--- config.mk ---
export PLATFORM = sky130hd
export DESIGN_NAME = uc_multiciclo_flat
export DESIGN_NICKNAME = d
export VERILOG_FILES = /design/src/rtl/uc_multiciclo_if.sv /design/src/rtl/uc_multiciclo.sv /design/src/flat_wrapper.sv
export SDC_FILE = /design/constraint.sdc
export NUM_CORES = 1
export LEC_CHECK = 0
export ABC_AREA = 1
export CAP_MARGIN = 25
export CORE_UTILIZATION = 40
export CTS_CLUSTER_SIZE = 28
export DETAILED_ROUTE_END_ITERATION = 7
export MAX_ROUTING_LAYER = met4
export PLACE_DENSITY = 0.78
export SLEW_MARGIN = 40
export SYNTH_ARGS = -nofsm -noshare
export SYNTH_HDL_FRONTEND = slang
export SYNTH_SLANG_ARGS = --single-unit
export TNS_END_PERCENT = 100
--- constraint.sdc ---
create_clock -name clk -period 1.4 [get_ports clk]
set_input_delay 0.21 -clock clk [delete_from_list [all_inputs] [get_ports clk]]
set_output_delay 0.21 -clock clk [all_outputs]
set_load 0.01 [all_outputs]
--- src/rtl/uc_multiciclo_if.sv ---
// Control bundle between the multi-cycle control unit and its datapath.
// The slave side is the control unit; the master side drives opcode and mem_ready.
interface uc_multiciclo_if #(
  parameter int unsigned STATE_W = 4
);
  localparam int unsigned OP_W = 6;

  logic [OP_W-1:0]    opcode;
  logic               mem_ready;
  logic               PCWrite;
  logic               PCWriteCond;
  logic               BranchNe;
  logic               IorD;
  logic               MemRead;
  logic               MemWrite;
  logic               IRWrite;
  logic [1:0]         MemtoReg;
  logic [1:0]         RegDst;
  logic               RegWrite;
  logic               ALUSrcA;
  logic [1:0]         ALUSrcB;
  logic [1:0]         ALUOp;
  logic [1:0]         PCSource;
  logic               illegal_op;
  logic [STATE_W-1:0] state;

  modport master (
    output opcode, mem_ready,
    input  PCWrite, PCWriteCond, BranchNe, IorD, MemRead, MemWrite, IRWrite,
           MemtoReg, RegDst, RegWrite, ALUSrcA, ALUSrcB, ALUOp, PCSource,
           illegal_op, state
  );

  modport slave (
    input  opcode, mem_ready,
    output PCWrite, PCWriteCond, BranchNe, IorD, MemRead, MemWrite, IRWrite,
           MemtoReg, RegDst, RegWrite, ALUSrcA, ALUSrcB, ALUOp, PCSource,
           illegal_op, state
  );
endinterface

--- src/rtl/uc_multiciclo.sv ---
// Multi-cycle MIPS-subset control unit: sequences fetch/decode/execute/memory/writeback
// with a memory ready handshake, optional link-on-jump and illegal-opcode trapping.
module uc_multiciclo #(
  parameter bit          JAL_ON_J     = 1'b1,
  parameter bit          TRAP_ILLEGAL = 1'b1,
  parameter int unsigned STATE_W      = 4
) (
  input  logic           clk,
  input  logic           reset,
  uc_multiciclo_if.slave bus
);
  localparam int unsigned OP_W = 6;

  localparam logic [OP_W-1:0] OP_R    = 6'b000000;
  localparam logic [OP_W-1:0] OP_J    = 6'b000010;
  localparam logic [OP_W-1:0] OP_BEQ  = 6'b000100;
  localparam logic [OP_W-1:0] OP_BNE  = 6'b000101;
  localparam logic [OP_W-1:0] OP_ADDI = 6'b001000;
  localparam logic [OP_W-1:0] OP_ANDI = 6'b001100;
  localparam logic [OP_W-1:0] OP_LW   = 6'b100011;
  localparam logic [OP_W-1:0] OP_SW   = 6'b101011;

  typedef enum logic [3:0] {
    S_FETCH   = 4'd0,
    S_DECODE  = 4'd1,
    S_MEMADR  = 4'd2,
    S_MEMRD   = 4'd3,
    S_MEMWB   = 4'd4,
    S_MEMWR   = 4'd5,
    S_EXEC    = 4'd6,
    S_RWB     = 4'd7,
    S_BRANCH  = 4'd8,
    S_JUMP    = 4'd9,
    S_IEXEC   = 4'd10,
    S_IWB     = 4'd11,
    S_ILLEGAL = 4'd12
  } state_e;

  state_e          state_q, state_d;
  logic [OP_W-1:0] op_q, op_d;

  // Opcode is captured in DECODE so later steps do not rely on the IR staying put.
  assign op_d = (state_q == S_DECODE) ? bus.opcode : op_q;

  always_ff @(posedge clk) begin
    if (reset) begin
      state_q <= S_FETCH;
      op_q    <= '0;
    end else begin
      state_q <= state_d;
      op_q    <= op_d;
    end
  end

  assign bus.state = STATE_W'(state_q);

  // Next-state and control decode of the current state.
  always_comb begin
    state_d         = S_FETCH;
    bus.PCWrite     = 1'b0;
    bus.PCWriteCond = 1'b0;
    bus.BranchNe    = 1'b0;
    bus.IorD        = 1'b0;
    bus.MemRead     = 1'b0;
    bus.MemWrite    = 1'b0;
    bus.IRWrite     = 1'b0;
    bus.MemtoReg    = 2'b00;
    bus.RegDst      = 2'b00;
    bus.RegWrite    = 1'b0;
    bus.ALUSrcA     = 1'b0;
    bus.ALUSrcB     = 2'b00;
    bus.ALUOp       = 2'b00;
    bus.PCSource    = 2'b00;
    bus.illegal_op  = 1'b0;

    case (state_q)
      S_FETCH: begin
        bus.MemRead = 1'b1;
        bus.ALUSrcB = 2'b01;
        bus.IRWrite = bus.mem_ready;
        bus.PCWrite = bus.mem_ready;
        state_d     = bus.mem_ready ? S_DECODE : S_FETCH;
      end
      S_DECODE: begin
        bus.ALUSrcB = 2'b11;
        case (bus.opcode)
          OP_LW, OP_SW:     state_d = S_MEMADR;
          OP_R:             state_d = S_EXEC;
          OP_ADDI, OP_ANDI: state_d = S_IEXEC;
          OP_BEQ, OP_BNE:   state_d = S_BRANCH;
          OP_J:             state_d = S_JUMP;
          default:          state_d = TRAP_ILLEGAL ? S_ILLEGAL : S_FETCH;
        endcase
      end
      S_MEMADR: begin
        bus.ALUSrcA = 1'b1;
        bus.ALUSrcB = 2'b10;
        state_d     = (op_q == OP_SW) ? S_MEMWR : S_MEMRD;
      end
      S_MEMRD: begin
        bus.MemRead = 1'b1;
        bus.IorD    = 1'b1;
        state_d     = bus.mem_ready ? S_MEMWB : S_MEMRD;
      end
      S_MEMWB: begin
        bus.RegWrite = 1'b1;
        bus.MemtoReg = 2'b01;
      end
      S_MEMWR: begin
        bus.MemWrite = 1'b1;
        bus.IorD     = 1'b1;
        state_d      = bus.mem_ready ? S_FETCH : S_MEMWR;
      end
      S_EXEC: begin
        bus.ALUSrcA = 1'b1;
        bus.ALUOp   = 2'b10;
        state_d     = S_RWB;
      end
      S_RWB: begin
        bus.RegWrite = 1'b1;
        bus.RegDst   = 2'b01;
      end
      S_IEXEC: begin
        bus.ALUSrcA = 1'b1;
        bus.ALUSrcB = 2'b10;
        bus.ALUOp   = (op_q == OP_ANDI) ? 2'b11 : 2'b00;
        state_d     = S_IWB;
      end
      S_IWB: begin
        bus.RegWrite = 1'b1;
      end
      S_BRANCH: begin
        bus.ALUSrcA     = 1'b1;
        bus.ALUOp       = 2'b01;
        bus.PCWriteCond = 1'b1;
        bus.PCSource    = 2'b01;
        bus.BranchNe    = (op_q == OP_BNE);
      end
      S_JUMP: begin
        bus.PCWrite  = 1'b1;
        bus.PCSource = 2'b10;
        if (JAL_ON_J) begin
          bus.RegWrite = 1'b1;
          bus.RegDst   = 2'b10;
          bus.MemtoReg = 2'b10;
        end
      end
      S_ILLEGAL: begin
        bus.illegal_op = 1'b1;
      end
      default: state_d = S_FETCH;
    endcase
  end
endmodule

--- src/flat_wrapper.sv ---
// flat-port wrapper written by rule: the top's interface ports become plain ports
module uc_multiciclo_flat 
#(
  parameter bit          JAL_ON_J     = 1'b1,
  parameter bit          TRAP_ILLEGAL = 1'b1,
  parameter int unsigned STATE_W      = 4
)
  (clk, reset, bus_opcode, bus_mem_ready, bus_PCWrite, bus_PCWriteCond, bus_BranchNe, bus_IorD, bus_MemRead, bus_MemWrite, bus_IRWrite, bus_MemtoReg, bus_RegDst, bus_RegWrite, bus_ALUSrcA, bus_ALUSrcB, bus_ALUOp, bus_PCSource, bus_illegal_op, bus_state);
  uc_multiciclo_if #(.STATE_W(STATE_W)) bus_i ();
  input  logic clk;
  input  logic reset;
  input wire logic [$bits(bus_i.opcode)-1:0] bus_opcode;
  input wire logic [$bits(bus_i.mem_ready)-1:0] bus_mem_ready;
  output wire logic [$bits(bus_i.PCWrite)-1:0] bus_PCWrite;
  output wire logic [$bits(bus_i.PCWriteCond)-1:0] bus_PCWriteCond;
  output wire logic [$bits(bus_i.BranchNe)-1:0] bus_BranchNe;
  output wire logic [$bits(bus_i.IorD)-1:0] bus_IorD;
  output wire logic [$bits(bus_i.MemRead)-1:0] bus_MemRead;
  output wire logic [$bits(bus_i.MemWrite)-1:0] bus_MemWrite;
  output wire logic [$bits(bus_i.IRWrite)-1:0] bus_IRWrite;
  output wire logic [$bits(bus_i.MemtoReg)-1:0] bus_MemtoReg;
  output wire logic [$bits(bus_i.RegDst)-1:0] bus_RegDst;
  output wire logic [$bits(bus_i.RegWrite)-1:0] bus_RegWrite;
  output wire logic [$bits(bus_i.ALUSrcA)-1:0] bus_ALUSrcA;
  output wire logic [$bits(bus_i.ALUSrcB)-1:0] bus_ALUSrcB;
  output wire logic [$bits(bus_i.ALUOp)-1:0] bus_ALUOp;
  output wire logic [$bits(bus_i.PCSource)-1:0] bus_PCSource;
  output wire logic [$bits(bus_i.illegal_op)-1:0] bus_illegal_op;
  output wire logic [$bits(bus_i.state)-1:0] bus_state;
  assign bus_i.opcode = bus_opcode;
  assign bus_i.mem_ready = bus_mem_ready;
  assign bus_PCWrite = bus_i.PCWrite;
  assign bus_PCWriteCond = bus_i.PCWriteCond;
  assign bus_BranchNe = bus_i.BranchNe;
  assign bus_IorD = bus_i.IorD;
  assign bus_MemRead = bus_i.MemRead;
  assign bus_MemWrite = bus_i.MemWrite;
  assign bus_IRWrite = bus_i.IRWrite;
  assign bus_MemtoReg = bus_i.MemtoReg;
  assign bus_RegDst = bus_i.RegDst;
  assign bus_RegWrite = bus_i.RegWrite;
  assign bus_ALUSrcA = bus_i.ALUSrcA;
  assign bus_ALUSrcB = bus_i.ALUSrcB;
  assign bus_ALUOp = bus_i.ALUOp;
  assign bus_PCSource = bus_i.PCSource;
  assign bus_illegal_op = bus_i.illegal_op;
  assign bus_state = bus_i.state;
  uc_multiciclo #(.JAL_ON_J(JAL_ON_J), .TRAP_ILLEGAL(TRAP_ILLEGAL), .STATE_W(STATE_W)) u_core (.clk(clk), .reset(reset), .bus(bus_i));
endmodule
==> impl_metrics.ini <==
[status]
status = finished, violations left
violations = negative setup slack

[synth]
synthMuxAreaShare_pct = 0
synth_area_leaders = dfxtp_1 27%, nor2_1 13%, nand2_1 11%
syn_inst = 127
ys_warn_count = 0
ys_ff_latch = 10
synthesis.area_sq_um = 733
synthAdderAreaFrac_pct = 0
ys_top_cells_by_count = 25 x nor2_1, 22 x nand2_1, 20 x inv_1, 10 x dfxtp_1, 10 x o21ai_0
synthDistinctLibCells = 20
synthFlopType = dfxtp_1
yosysMostFrequentCell = nor2_1
yosys.area.top_type = dfxtp_1
synth_top_family_by_area = simple AND/OR/NAND/NOR gates
synth-compound-area-share_pct = 14.8
synthXorXnorAreaFrac_pct = 0
syn_avg_cell_area_sq_um = 5.77
synth_seq_area_share_pct = 27.3
synth_edf_count = 0
yosys.area_share.simple_pct = 42.5
synth_top_area_share_pct = 27.3
synth_nets = 136
synthArstFlopShare_pct = 0

[placed_design]
dp_worst_setup_slack_ns = -0.314
globalplace.congestion = 0.914
port_buffers = 32
dp.final_hpwl_mm = 1.79
dp.cells = 207

[die]
die_h_microns = 44.8
core-area_sq_um = 1730
initial_utilization_pct = 42.5
row_count = 15
io_pins = 33
die_w_microns = 44.8
die_area_sq_um = 2010

[pwr]
switchingPower_w = 0.000353
netSwitchingFraction_pct = 36.4
p_leak_nw = 0.747
seq_power_share_pct = 34.9
ir_drop_v = 0.000526
comb_power_share_pct = 45.4
p_int_w = 0.000617
powerDensity_nw_per_um2 = 642
clkPwrFrac_pct = 19.6

[timing]
tightest_slew_ns = 0.215
period_share_pct = 117
worst_slack_ns = -0.238
fmax_ghz = 0.610
finalMaxSlewViolations = 0
setup-violations-final = 20
slew_headroom_pct = 85.5
period_minus_slack_ns = 1.64
hold_viol = 0
clock_skew_ns = 0.00950
grt_setup_unrepaired = true

[layout]
final_layout_size_suffix_gt1_share_pct = 52.6
layout.nets = 205
finalNonFillerCells = 219
num_antenna_cells = 0
syn2layout_area_growth_pct = 106
fill_cells = 92
post-route-util_pct = 87.5

[route]
ant_nets = 0
post-route-drc-count = 0
drt_iter0_markers = 44
via_count = 1161
wl_per_cell_microns = 15.3
routed_wl_mm = 3.36
vias_per_cell = 5.30
drt_first_pass_iters = 5

[worst_setup_path]
startpoint = u_core.bus.state[1]
start_kind = flip-flop
r2r_start = u_core.bus.state[3]
cp_slowest_stage_delay_ns = 0.41
critPathKind = flip-flop to primary output
crit_required_ns = 1.19
cp.arrival_ns = 1.43
path_cells = inv_4, nor2_4, inv_4, nor2_4, nand4_1, nand2_1, buf_2
crit_slowest_cell = dfxtp_4
cp-end-kind = primary output
worst-path-max-fanout = 5

[clocking]
root_buffer = clkbuf_4
cts.reportedPaths.clkPinSlew_ns = 0.07
htree_levels = 1
clock_latency_ns = 0.26
numCtsBuffers = 3
cts_tree = built
cts.sinks = 10
clockBufferDepth = 2

[hold_path]
min_path_type = flip-flop to flip-flop
hold_start = u_core.op_q[3]

[grt]
grt_usage_pct = 29.8
grt_overflow_total = 0
antenna_found_initial = 0
grt_max_degree = 10
grt_pass1_vias = 1056
grt_pass1_wl_mm = 4.28

[flow_run]
cap_violations = 0
-- cell families (layout without fill, tap and decap cells) --
logic type / Yosys count / after routing
buf+inv: 27 / 94
flops: 10 / 10
compound gates: 20 / 20
simple gates: 70 / 70
-- metrics by stage --
| stage | area [sq um] | hold slack, ns | TNS [ns] | power [W] |
|---|---|---|---|---|
| floorplan | 733 | 0.272 | 0 | 0.000479 |
| global placement | 1260 | 0.487 | -3.91 | 0.000657 |
| detailed placement | 1260 | 0.483 | -4.82 | 0.000667 |
| CTS | 1370 | 0.493 | -0.809 | 0.000880 |
| global route | 1510 | 0.557 | -3.18 | 0.00101 |
| finish | 1510 | 0.539 | -2.20 | 0.000970 |
-- metal layers --
| metal | wire (microns) | GRT usage [%] | vias up |
|---|---|---|---|
| met3 | 198 | 5.20 | 22 |
| met4 | 172 | 16.4 | 0 |
| met5 | 0 | - | - |
| met1 | 1160 | 28.9 | 528 |
| li1 | - | - | 537 |
| met2 | 1830 | 55.6 | 74 |
-- sequential cells by signal, indices dropped and copies added, names as in the netlist --
register / cells
u_core.op_q: 6
u_core.bus.state: 4
-- path summary, 6_finish.rpt --
| path | slack [ns] | cells past startpoint | end |
|---|---|---|---|
| min | 0.54 | 2 | u_core.op_q[3] |
| max reg2reg | -0.08 | 11 | u_core.bus.state[0] |
| max | -0.24 | 7 | bus_ALUOp[1] |
| min reg2reg | 0.54 | 2 | u_core.op_q[3] |
-- area by class of cell --
| class | count | area (sq um) | area share (%) |
|---|---|---|---|
| Multi-Input combinational cell | 90 | 577 | 38.2 |
| Timing Repair Buffer | 67 | 567 | 37.5 |
| Sequential cell | 10 | 214 | 14.2 |
| Inverter | 24 | 100 | 6.62 |
| Tap cell | 25 | 31.3 | 2.07 |
| Clock buffer | 3 | 22.5 | 1.49 |
-- power by group through the flow --
stage	combinational (W)	clock [W]	sequential, W
after global placement	0.000326	0	0.000331
after floorplan	0.000141	0	0.000338
after detailed placement	0.000335	0	0.000333
after global routing	0.000465	0.000210	0.000340
after CTS	0.000362	0.000188	0.000330
final	0.000441	0.000191	0.000339
-- layout by cell type (no fill, tap or decap), drive strengths merged --
cell           Yosys  final
nand2             25     25
clkdlybuf4s15      0      1
nor2              28     28
a31oi              1      1
and2               1      1
a21oi              7      7
o21a               1      1
buf                3     54
o22ai              1      1
clkbuf             0      3
nand4              3      3
dfxtp             10     10
nor3               3      3
o21ai             10     10
nand3              9      9
nor3b              1      1
clkdlybuf4s50      0      8
inv               24     24
dlygate4sd2        0      4
-- critical path: cells and delay by family, from the launching register on --
| kind | cells | cell delay, ns |
|---|---|---|
| buffers and inverters | 3 | 0.26 |
| AND/OR/NAND/NOR | 4 | 0.49 |
| flip-flops | 1 | 0.41 |
-- repair_timing --
action	4_1_cts	5_1_grt
buffers inserted	8	3
hold endpoints to repair	0	0
hold buffers	0	0
endpoints found under the setup margin	25	26
gates resized for setup	124	33
pin swaps	12	16
Note: power is estimated with default switching activity, not from simulation.
